**src/rtl/sdram_arbit.sv**
```systemverilog
// sdram_arbit: SDRAM command-bus arbiter (init hold, then AREF > WRITE > READ) with pin mux and grant watchdog.
module sdram_arbit #(
  parameter logic [9:0] GRANT_TMO = 10'd1023,
  parameter logic [3:0] CMD_NOP   = 4'b0111
) (
  input  logic        clk,
  input  logic        rst_n,
  input  logic        flag_init_end,
  input  logic [2:0]  req_in,
  input  logic [2:0]  done_in,
  output logic [2:0]  grant,
  input  logic [15:0] cmd_bus,
  input  logic [47:0] addr_bus,
  input  logic [3:0]  ba_bus,
  output logic [3:0]  sdram_cmd,
  output logic [11:0] sdram_addr,
  output logic [1:0]  sdram_bank,
  output logic [4:0]  arb_state,
  output logic        tmo_err
);
  typedef enum logic [4:0] {
    S_INIT  = 5'b00001,
    S_ARBIT = 5'b00010,
    S_AREF  = 5'b00100,
    S_WRITE = 5'b01000,
    S_READ  = 5'b10000
  } state_t;
  state_t state_q, state_d;
  logic [9:0] wdog_q, wdog_d;
  logic tmo_err_q, tmo_err_d;
  logic busy, done, tmo;
  always_comb begin
    grant = {state_q == S_READ, state_q == S_WRITE, state_q == S_AREF};
    busy  = |grant;
    done  = |(done_in & grant);
    tmo   = busy && wdog_q == GRANT_TMO && !done;
    state_d = state_q;
    case (state_q)
      S_INIT:  state_d = flag_init_end ? S_ARBIT : S_INIT;
      S_ARBIT: state_d = req_in[0] ? S_AREF : req_in[1] ? S_WRITE : req_in[2] ? S_READ : S_ARBIT;
      default: state_d = (done || tmo) ? S_ARBIT : state_q;
    endcase
    // Counter only advances while the same unit keeps the bus, so every grant starts at zero.
    wdog_d    = (busy && state_d == state_q) ? wdog_q + 10'd1 : 10'd0;
    tmo_err_d = tmo_err_q | tmo;
    sdram_cmd  = state_q == S_INIT  ? cmd_bus[3:0]    :
                 state_q == S_AREF  ? cmd_bus[7:4]    :
                 state_q == S_WRITE ? cmd_bus[11:8]   :
                 state_q == S_READ  ? cmd_bus[15:12]  : CMD_NOP;
    sdram_addr = state_q == S_INIT  ? addr_bus[11:0]  :
                 state_q == S_AREF  ? addr_bus[23:12] :
                 state_q == S_WRITE ? addr_bus[35:24] :
                 state_q == S_READ  ? addr_bus[47:36] : 12'd0;
    sdram_bank = state_q == S_WRITE ? ba_bus[1:0] :
                 state_q == S_READ  ? ba_bus[3:2] : 2'b00;
    arb_state  = state_q;
    tmo_err    = tmo_err_q;
  end
  always_ff @(posedge clk or negedge rst_n) begin
    if (!rst_n) begin
      state_q   <= S_INIT;
      wdog_q    <= '0;
      tmo_err_q <= 1'b0;
    end else begin
      state_q   <= state_d;
      wdog_q    <= wdog_d;
      tmo_err_q <= tmo_err_d;
    end
  end
endmodule

```
**config.mk**
```make
export PLATFORM = sky130hd
export DESIGN_NAME = sdram_arbit
export DESIGN_NICKNAME = d
export VERILOG_FILES = /design/src/rtl/sdram_arbit.sv
export SDC_FILE = /design/constraint.sdc
export NUM_CORES = 1
export LEC_CHECK = 0
export ABC_AREA = 1
export CAP_MARGIN = 20
export CORE_ASPECT_RATIO = 0.9
export CORE_MARGIN = 2
export CORE_UTILIZATION = 35
export CTS_BUF_LIST = sky130_fd_sc_hd__clkbuf_2 sky130_fd_sc_hd__clkbuf_4 sky130_fd_sc_hd__clkbuf_8
export DETAILED_ROUTE_END_ITERATION = 10
export PLACE_DENSITY_LB_ADDON = 0.2
export SLEW_MARGIN = 20
export SYNTH_ARGS = -nofsm -noshare
export SYNTH_HDL_FRONTEND = slang
export SYNTH_SLANG_ARGS = --single-unit
```
**constraint.sdc**
```tcl
create_clock -name clk -period 2.1 [get_ports clk]
set_input_delay 0.21 -clock clk [delete_from_list [all_inputs] [get_ports clk]]
set_output_delay 0.21 -clock clk [all_outputs]
set_load 0.01 [all_outputs]
```
==> summary by stage, run 1 <==
Clock network
The total CTS buffers is 3. Hold repair after CTS inserted 0 buffers. The CTS tree is done. The buffer type at the clock tree root is clkbuf_8. In this run the deepest clock path goes through 2 buffers. The worst-skew pair later-pin latency is 250 ps. After clock tree synthesis, the clock-pin slew on the worst setup and hold paths is 60 ps. In this run the number of H-tree levels came out at 1. The clock net in this run drives a total of 16 sinks.

Pwr
The share of total power in combinational logic is 0.672. The share of total power dissipated in the clock network is 0.127. Of the total power, the share spent switching nets is 0.433. The power density normalized to cell area is 817 nW/um^2. The internal portion of total power is 1190 uW. The analysis attributes to cell leakage a power of 0.00118 uW. The switching component of the power is 914 uW. The sequential cell fraction of total power is 0.200. Across the VDD grid, the largest voltage drop is 0.000684 V.

Timing
In the finished design, the share of the clock period the worst path needs comes to 0.948. Setup repair after global routing left no endpoint under its margin. Hold timing on the final database bottoms out at a slack of 368 ps. Static timing analysis puts the maximum clock frequency at 502 MHz. The count of final hold-check violations came to 0.

Setup violations remaining at the end of the flow were counted as 0. On the final layout, the worst clock skew is 4.95 ps. The final-report max-slew violation count is 0. Subtracting the final worst setup slack from the clock period gives 1990 ps. The setup TNS after final layout is 0 ps.

Headroom to the max-slew limit came out at 0.551. For the pin with the worst max-slew slack, the measured transition is 671 ps.

Die
The total number of placement rows is 21. The vertical die dimension is 63.1 um. For this configuration, the core starts out at a cell density of 0.366. Pin placement for this block handled 104 I/O pins. The area inside the core boundary is 3700 um^2. The area enclosed by the die boundary is 4390 um^2.

Measured along the x axis, the die boundary spans 69.6 um.

Synth
The unique cell type count in the Yosys netlist is 30. The synthesized netlist occupies a cell area of 1360 um^2. Synthesis produced a netlist whose cell count is 191. The sequential area share after synthesis is 0.296. The count of state elements after synthesis is 16. The net count of the mapped netlist is 269.

The mean instance size in the synthesized netlist is 7.10 um^2. During synthesis, Yosys emitted a total of 0 warnings.

Routing
The via count of the routed design is 1675. After detailed routing, the average wire length per cell comes to 14.0 um. Summed over all layers, the routed wires come to 4900 um. The via density per instance is 4.79. The first-pass iteration count of the detailed router is 4. Once detail routing completed, the nets flagged for antenna violations numbered 0. In the routed design, unresolved DRC markers number 0. The initial detailed-routing violation count is 80.

Setup path
The required arrival time at the worst endpoint is 1890 ps. The type of element launching the critical path is a flip-flop. The sort of element at the end of the critical path is a primary output. STA puts the critical path data arrival time at 1780 ps. Of all nets on the critical path, the largest fanout is 4. The setup slack on the worst flop-to-flop path is 400 ps. The kind of critical path is flip-flop to primary output. The number of cells on the worst reg-to-reg path is 10.

GRT
The first-pass GRT wire length is 7980 um. The total routing usage reported by global routing is 0.222. Entering global routing, the biggest net connects 17 pins. The initial antenna violation count is 0.

The number of global-route vias before repair is 1603. The remaining global-route overflow is 0.

Final layout
The multi-input combinational cell area is 861 um^2. The synthesis-to-layout area growth is 90.3%. In the layout the commonest cells are clkdlybuf4s50_1, nand2_1, dlygate4sd2_1. The share of layout cells above drive strength 1 is 0.171.

The most common cell after layout, fill and taps aside is clkdlybuf4s50_1. The net count reported at finish is 383. Registers take 403 um^2. The filler cells instantiated in the layout total 308. The final antenna diode count is 0.

Placement
The number of port buffers is 103. Once detailed placement completed, the half-perimeter wirelength came to 3810 um. At the end of routability-driven placement, the weighted congestion stood at 0.868.

Run
The count of max-cap constraint violations is 0.

Hold path
The worst hold-check path type is primary input to async pin.

Outcome
The run finished with clean final reports.
cells in the mapped netlist:
| cell | count | area, um^2 |
|---|---|---|
| nor2_1 | 9 | 33.8 |
| o21ai_0 | 4 | 20.0 |
| o32ai_1 | 1 | 8.76 |
| inv_2 | 5 | 18.8 |
| nor3_2 | 1 | 10.0 |
| inv_1 | 14 | 52.6 |
| nand4_1 | 15 | 93.8 |
| a21oi_1 | 1 | 5.00 |
| o221ai_1 | 3 | 26.3 |
| nor2_4 | 3 | 33.8 |
| dfrtp_1 | 15 | 375 |
| a31oi_1 | 1 | 6.26 |
| ha_1 | 1 | 12.5 |
| nand3_1 | 4 | 20.0 |
| buf_2 | 3 | 15.0 |
| nand2_1 | 71 | 267 |
| dfstp_2 | 1 | 26.3 |
| o22ai_1 | 1 | 6.26 |
| a22o_1 | 2 | 17.5 |
| or2_2 | 1 | 6.26 |
| nand3_2 | 4 | 40.0 |
| nor2_2 | 12 | 75.1 |
| nand2_2 | 5 | 31.3 |
| xor2_1 | 4 | 35.0 |
| buf_4 | 1 | 7.51 |
| nand3_4 | 3 | 52.6 |
| nor3_1 | 1 | 5.00 |
| nand2_8 | 1 | 20.0 |
| a31o_2 | 1 | 8.76 |
| xnor2_1 | 3 | 26.3 |
cell families after synthesis:
family | count (synthesis) | synth area share
AO/OA/AOI/OAI | 14 | 0.0729
XOR/XNOR | 7 | 0.0452
adder cells (fa/ha/maj) | 1 | 0.00922
buffers and inverters | 23 | 0.0692
flip-flops | 16 | 0.296
AND/OR/NAND/NOR | 130 | 0.507
stage by stage:
step                      setup slack, ps  total power (uW)   util  cell area [um^2]  instances
after floorplan                       478              1170      -              1360        191
after global placement               57.8              1930  0.682              2530        345
after detailed placement             30.0              1940  0.682              2530        345
after CTS                            45.6              2130  0.695              2570        350
after global routing                 4.12              2250  0.697              2580        350
final                                 110              2110  0.697              2580        350
area by class of cell:
cell class / count / share of cell area
inverter: 19 / 0.0296
sequential: 16 / 0.156
timing repair buffer: 113 / 0.437
tap: 46 / 0.0223
multi-input combinational: 152 / 0.333
clock buffer: 4 / 0.0213
worst max-delay path, stage by stage, from the launching register on:
cell	delay, ps
dfstp_2	530
inv_1	50
nor3_2	210
nand2_2	110
buf_4	170
o221ai_1	60
o21ai_0	100
dlygate4sd2_1	290
power by group through the flow:
stage | Sequential, uW | Combinational [uW] | Clock, uW
global placement | 422 | 1500 | 0
global route | 428 | 1540 | 288
detailed placement | 424 | 1510 | 0
floorplan | 430 | 741 | 0
CTS | 420 | 1430 | 275
finish | 422 | 1420 | 268
routing by layer:
layer / vias up / track usage / part of all wire
li1: 855 / - / -
met4: 0 / 0.0577 / 0.016
met1: 745 / 0.322 / 0.48
met3: 9 / 0.0256 / 0.071
met5: - / 0 / 0
met2: 66 / 0.351 / 0.44
final timing paths:
kind	from	end
min	rst_n	wdog_q[8]
min in group clk	wdog_q[0]	wdog_q[0]
min reg2reg	wdog_q[0]	wdog_q[0]
max in group asynchronous	rst_n	arb_state[1]
max reg2reg	arb_state[0]	wdog_q[8]
max	arb_state[0]	sdram_cmd[0]
sequential cells by signal (all words and copies together), names as in the netlist:
| name | count |
|---|---|
| arb_state | 5 |
| wdog_q | 10 |
| tmo_err | 1 |
repair_timing:
item | 4_1_cts | 5_1_grt
gates cloned | 0 | 0
buffers inserted | 1 | 0
pin swaps | 1 | 1
gates resized for setup | 21 | 4
setup endpoints to repair | 19 | 3
Note: power is estimated with default switching activity, not from simulation.
==> run 2: changes to the inputs <==
ABC_CLOCK_PERIOD_IN_PS = 2200   (was not set)
clock period = 2.2 ns   (was 2.1 ns; I/O delays follow)
==> run 2 against run 1 <==
  * Count of clock-buffer cells in the layout unchanged
  * Power rose by 7.1%
  * Clock power shrank 1%
  * Combinational power is 13% higher
  * Sequential power shrank 7.6%
  * Sequential cell count unchanged
  * Non-clock buffer count increased by 14
  * Highest routed layer unchanged
  * Design area grew 6.4%
==> summary by stage, run 2 (same netlist as run 1, synthesis figures left out) <==
Outcome
The run finished with clean final reports.

Pwr
The switching component of the power came to 1010 uW (+10%). The sequential cell fraction of total power is 0.173 (-0.027). The internal portion of total power is 1250 uW (+4.5%). The share of total power in combinational logic is 0.710 (+0.038). The worst IR drop on VDD is 0.000698 V (+2.0%).

The portion of total power attributed to the clock network was 0.117 (-0.010). The total power consumption of the routed design is 2260 uW (+7.1%). The standby leakage power came to 0.00122 uW (+3.9%). The power density normalized to cell area is 822 nW/um^2 (+0.60%). The net switching fraction of the power is 0.447 (+0.0138).

Die
The die width came to 69.6 um (unchanged). The area inside the core boundary is 3700 um^2 (unchanged). The vertical die dimension is 63.1 um (unchanged).

The starting utilization of the core area is 0.366 (unchanged). The top-level port count came to 104 (unchanged). The total number of placement rows came to 21 (unchanged). The area enclosed by the die boundary is 4390 um^2 (unchanged).

Setup path
Grouping stages by cell kind, the critical path spends the most delay in buffers and inverters. STA classifies the critical path endpoint as a primary output. The required arrival time at the worst endpoint is 1980 ps (+90 ps). The sum of buffers and inverters on the critical path is 5 (+2). The worst setup path is launched from a flip-flop.

The cell type of the slowest stage on the worst timing path is dfrtp_1. Walking the worst path, the cells encountered are inv_2, nand2_4, nor3_4, nand2_2, buf_4, inv_6, buf_4, nand2_1, nand4_1, clkdlybuf4s15_1. The maximum single-stage delay on the critical path came to 420 ps (-110 ps). The data arrival at the endpoint of the critical path is 1900 ps (+120 ps). By startpoint and endpoint, the worst setup path is classified as flip-flop to primary output. The highest fanout seen on the critical path is 5 (+1). The setup slack on the worst flop-to-flop path is 160 ps (-240 ps). The most repeated library cell on the critical path is buf_4.

Timing
The worst max-slew margin expressed relative to the limit is 0.529 (-0.0220). The setup TNS after final layout was 0 ps (unchanged). The number of failing setup endpoints in the final timing report is 0 (unchanged). For this run, the top clock speed supported by timing is 471 MHz. The final period demand of the worst path is 2120 ps.

The setup slack of the critical path after layout is 78.3 ps (-31.5 ps). Setup repair after global routing could not meet its margin everywhere. The final-report max-slew violation count is 0 (unchanged).

The worst clock skew on the final layout came to 0.858 ps (-4.09 ps). The fraction of the cycle the final worst path needs is 0.964. The count of final hold-check violations came to 0 (unchanged). The slew at the pin with the worst max-slew slack is 704 ps (+32.9 ps).

Final layout
The net count reported at finish is 399 (+4.2%). The share of layout cells above drive strength 1 is 0.244 (+0.0727). Leaving out fill and tap cells, the most frequent cells in the layout are clkdlybuf4s50_1, nand2_1, buf_4. The synthesis-to-layout area growth is 103%. The filler cell count came to 284 (-7.8%). The final antenna diode count came to 0 (unchanged).

The post-route standard cell area excluding fillers is 2750 um^2 (+6.4%). The register bank with the most flops is wdog_q. The flip-flop count of the largest register after layout is 10 (unchanged).

The most common cell after layout, fill and taps aside is clkdlybuf4s50_1. The final design utilization was 0.742 (+0.0449).

Clock network
The buffer type at the clock tree root is clkbuf_8. The maximum buffer depth of the clock tree is 2 (unchanged). The clock transition at the registers of the reported paths came to 60 ps (about the same). The total CTS buffers is 3 (unchanged). TritonCTS built the clock tree. The worst-skew pair later-pin latency was 250 ps (about the same). The number of H-tree levels is 1 (unchanged). The cts-stage hold buffer count is 0 (unchanged). The clock net sink count is 16 (unchanged).

Routing
The via density per instance is 5.02 (+4.9%). The initial detailed-routing violation count is 96 (+20%). The via count of the routed design is 1838 (+9.7%). The remaining number of nets flagged by the antenna check after routing is 0 (unchanged).

The first-pass iteration count of the detailed router was 4 (unchanged). The count of unresolved DRC violations after routing is 0 (unchanged). The mean routed wirelength per cell is 15.7 um (+12%). The aggregate routed wire length was 5730 um (+17%).

Placement
The post-detailed-placement cell area is 2510 um^2 (-0.49%). The last weighted congestion value of the routability-driven placer is 0.864 (-0.51%). The number of port buffers is 103 (unchanged). The final HPWL from detailed placement is 4000 um (+5.1%). The pre-CTS setup slack was 61.0 ps (+31.0 ps).

GRT
The global-route met3 utilization was 0.0320 (+0.00640). The remaining global-route overflow is 0 (unchanged). The maximum number of pins on one net before global-route repair is 17 (unchanged). The total routing usage reported by global routing is 0.245 (+0.0232).

The first-pass GRT wire length is 8650 um (+8.4%). The busiest layer in global routing is met2. The global-route track usage on met2 was 0.398 (+0.0469).

The number of global-route vias before repair came to 1760 (+9.8%). The initial antenna violation count is 0 (unchanged). The met1 usage is 0.334 (+0.0116).

Run
The count of max-cap constraint violations is 0 (unchanged).

Hold path
The path class of the tightest hold or removal check is primary input to async pin.
## run 2: changes by cell type in the layout (fill, tap and decap cells not counted), moves of 2 or more
cell             before  now
dlygate4sd2_1        18   13
dlymetal6s2s_1        3    1
clkdlybuf4s50_1      82   85
nand3_1               4    2
nor2_1                9    7
inv_1                14   12
clkdlybuf4s15_1       0    2
inv_2                 4    6
buf_4                 7   21
nand2_4               0    2
clkbuf_2              0    2
## run 2: path summary, 6_finish.rpt
check                              from        endpoint  cells after the start
setup / recovery           arb_state[2]  sdram_addr[10]                     10
hold / removal                    rst_n       wdog_q[8]                      1
setup reg to reg           arb_state[2]       wdog_q[4]                     14
hold reg to reg               wdog_q[0]       wdog_q[0]                      1
max in group asynchronous         rst_n    arb_state[1]                      1
min in group clk              wdog_q[0]       wdog_q[0]                      1
## run 2: area by class of cell
cell class                 instances  area [um^2]  share of cell area
clock buffer                       4         55.1              0.0200
timing repair inverter             1         6.26             0.00228
multi-input combinational        153          925               0.337
timing repair buffer             127         1220               0.446
inverter                          19         76.3              0.0278
sequential                        16          403               0.147
tap                               46         57.6              0.0209
## run 2: repair_timing
item / in CTS / in global routing
setup buffers: 10 / 7
setup endpoints to repair: 18 / 18
resized for setup: 23 / 18
cloned: 1 / 1
pin swaps: 5 / 8
## run 2: per-stage QoR
stage / hold WS (ps) / cells
floorplan: -75.6 / 191
global placement: 464 / 345
detailed placement: 474 / 345
CTS: 406 / 360
finish: 392 / 366
global route: 468 / 366
## run 2: routing by layer
layer,part of all wire,routed length (um)
met3,0.081,463
met2,0.45,2600
met1,0.44,2530
met5,0,0
met4,0.024,135
## run 2: power by group through the flow
stage	Clock (uW)	Combinational, uW	Sequential (uW)
5_1_grt	282	1730	398
3_3_place_gp	0	1430	393
6_report	264	1600	390
3_5_place_dp	0	1450	394
4_1_cts	269	1390	391
2_1_floorplan	0	707	411
## run 2: worst register-to-register path, delay by kind of cell (launching register included)
family	cells	cell delay, ps
AND/OR/NAND/NOR	7	790
buffers and inverters	7	720
flip-flops	1	420
==> run 3: changes to the inputs <==
PLACE_DENSITY = 0.93   (was not set)
PLACE_DENSITY_LB_ADDON = not set   (was 0.2)
==> run 3 against run 2 <==
  * Global-route usage increased by 1.4 points
  * Hold slack worse by 6.4 ps
  * Non-clock buffer count decreased by 7
  * First-iteration DRC count is 44% higher
  * Maximum frequency decreased by 1.3%
  * Utilization is 2.4 points lower
  * Final cell count down 2.2%
==> summary by stage, run 3 (same netlist as run 1, synthesis figures left out) <==
Routing
The remaining number of nets flagged by the antenna check after routing was 0 (unchanged). The mean routed wirelength per cell is 16.0 um (+2.0%). The first-pass iteration count of the detailed router is 6 (+2). The initial detailed-routing violation count is 138 (+44%). The count of unresolved DRC violations after routing is 0 (unchanged). The via count of the routed design was 1829 (-0.49%). The aggregate routed wire length is 5720 um (-0.21%). The via density per instance is 5.11 (+1.7%).

Final layout
The synthesis-to-layout area growth is 96.1%. The share of layout cells above drive strength 1 came to 0.212 (-0.0322). The net count reported at finish is 391 (-2.0%). The final antenna diode count is 0 (unchanged). The register bank with the most flops is wdog_q.

Leaving out fill and tap cells, the most frequent cells in the layout are clkdlybuf4s50_1, nand2_1, nand4_1. The most common cell after layout, fill and taps aside is clkdlybuf4s50_1. The post-route standard cell area excluding fillers is 2660 um^2 (-3.2%).

The flip-flop count of the largest register after layout is 10 (unchanged).

Timing
The fmax is 465 MHz (-1.3%). The worst clock skew on the final layout is 11.0 ps (+10.2 ps). The count of final hold-check violations is 0 (unchanged).

The final period demand of the worst path is 2150 ps (+28.5 ps). The worst max-slew margin expressed relative to the limit is 0.513 (-0.0161). Setup repair after global routing could not meet its margin everywhere. The number of failing setup endpoints in the final timing report is 0 (unchanged). The fraction of the cycle the final worst path needs was 0.977 (+0.0129). The final-report max-slew violation count was 0 (unchanged). The slew at the pin with the worst max-slew slack was 728 ps (+24.1 ps). The setup TNS after final layout is 0 ps (unchanged).

Setup path
On the critical path, the stage with the largest delay is an instance of clkdlybuf4s50_1. The endpoint identified for the worst register-to-register timing path is wdog_q[3]. The maximum single-stage delay on the critical path is 540 ps (+120 ps).

The setup slack on the worst flop-to-flop path came to 370 ps (+210 ps). The worst setup path is launched from a flip-flop. The path depth of the worst reg2reg path is 12 (-2). The highest fanout seen on the critical path came to 16 (+11). The critical register-to-register path startpoint is arb_state[0]. STA classifies the critical path endpoint as a primary output. The kind of critical path is flip-flop to primary output. Walking the worst path, the cells encountered are buf_4, nor2_4, nand3_4, inv_2, buf_12, clkdlybuf4s50_1.

The required arrival time at the worst endpoint was 1980 ps (about the same). The data arrival at the endpoint of the critical path is 1930 ps (+30 ps).

Placement
The last weighted congestion value of the routability-driven placer is 0.865 (about the same). The final HPWL from detailed placement is 3850 um (-3.9%). The post-detailed-placement cell area is 2480 um^2 (-1.2%).

The number of port buffers came to 103 (unchanged).

Pwr
The switching component of the power came to 964 uW (-4.5%). The net switching fraction of the power is 0.455 (+0.00819). The internal portion of total power came to 1150 uW (-7.6%).

The sequential cell fraction of total power was 0.188 (+0.015). The portion of total power attributed to the clock network was 0.131 (+0.014). The share of total power in combinational logic was 0.681 (-0.029). The power density normalized to cell area is 796 nW/um^2 (-3.1%). The worst IR drop on VDD is 0.000612 V (-12%). The standby leakage power is 0.00119 uW (-2.2%).

Die
The vertical die dimension is 63.1 um (unchanged). The starting utilization of the core area is 0.366 (unchanged). The area enclosed by the die boundary was 4390 um^2 (unchanged). The area inside the core boundary is 3700 um^2 (unchanged). The total number of placement rows was 21 (unchanged).

The die width is 69.6 um (unchanged). The top-level port count is 104 (unchanged).

GRT
The initial antenna violation count is 0 (unchanged). The maximum number of pins on one net before global-route repair is 17 (unchanged). The remaining global-route overflow is 0 (unchanged). The first-pass GRT wire length was 8950 um (+3.5%). The total routing usage reported by global routing came to 0.259 (+0.0137). The number of global-route vias before repair is 1848 (+5.0%).

Run
The count of max-cap constraint violations is 0 (unchanged).

Clock network
The total CTS buffers was 3 (unchanged). The clock transition at the registers of the reported paths is 70 ps (about the same). The maximum buffer depth of the clock tree is 2 (unchanged). The buffer type at the clock tree root is clkbuf_8.

The worst-skew pair later-pin latency is 270 ps (+20 ps). The number of H-tree levels is 1 (unchanged). TritonCTS built the clock tree. The clock net sink count is 16 (unchanged).

Outcome
The flow ran to the end, and the final reports show no timing, DRC or antenna violations.

Hold path
The tightest min-delay check is of the primary input to async pin type.
==> run 3: worst max path at each step <==
stage / startpoint / end / slack [ps] / cells after the start
6_report: arb_state[0] / grant[1] / 50 / 6
2_1_floorplan: arb_state[0] / sdram_addr[10] / 570 / 7
3_5_place_dp: arb_state[0] / sdram_cmd[1] / -20 / 7
3_3_place_gp: arb_state[0] / sdram_cmd[0] / 90 / 7
5_1_grt: arb_state[0] / sdram_addr[10] / -5 / 8
4_1_cts: arb_state[2] / sdram_cmd[1] / 80 / 9
==> run 3: per-layer routing <==
metal  vias to the layer above  routed length, um  global-route usage
met3                        20                439              0.0464
met1                       834               2140               0.292
met2                       107               2930               0.475
li1                        868                  -                   -
met4                         0                209               0.115
met5                         -                  0                   0
==> run 3: through the flow <==
| stage | setup WS [ps] | hold slack, ps | total power [uW] | util | cells |
|---|---|---|---|---|---|
| 4_1_cts | 79.5 | 405 | 2070 | 0.704 | 354 |
| 2_1_floorplan | 568 | -75.6 | 1120 | - | 191 |
| 3_3_place_gp | 92.8 | 461 | 1790 | 0.671 | 341 |
| 3_5_place_dp | -19.4 | 465 | 1810 | 0.671 | 341 |
| 6_report | 49.8 | 385 | 2120 | 0.718 | 358 |
| 5_1_grt | -4.79 | 425 | 2250 | 0.718 | 358 |
==> run 3: layout make-up <==
class / instances / area, um^2
inverters: 19 / 76.3
flip-flops and latches: 16 / 403
fillers: 262 / 1040
multi-input cells: 152 / 885
well taps: 46 / 57.6
repair buffers: 120 / 1180
clock buffers: 4 / 55.1
repair inverters: 1 / 6.26
==> run 3: worst max-delay path: cells and delay by family (launching register included) <==
family	cells	cell delay (ps)
simple gates	2	370
flops	1	390
buf+inv	4	900
==> run 3: power by group through the flow <==
stage	logic, uW	clock network, uW	registers (uW)
floorplan	707	0	411
global placement	1390	0	394
detailed placement	1410	0	398
CTS	1410	274	390
global route	1540	300	404
finish	1440	277	398
==> run 3: what timing repair did <==
action	in CTS	in global routing
buffers inserted	8	4
hold buffers	0	0
pin swaps	4	3
resized for setup	27	17
setup endpoints to repair	18	7
endpoints found under the hold margin	0	0
gates cloned	1	0
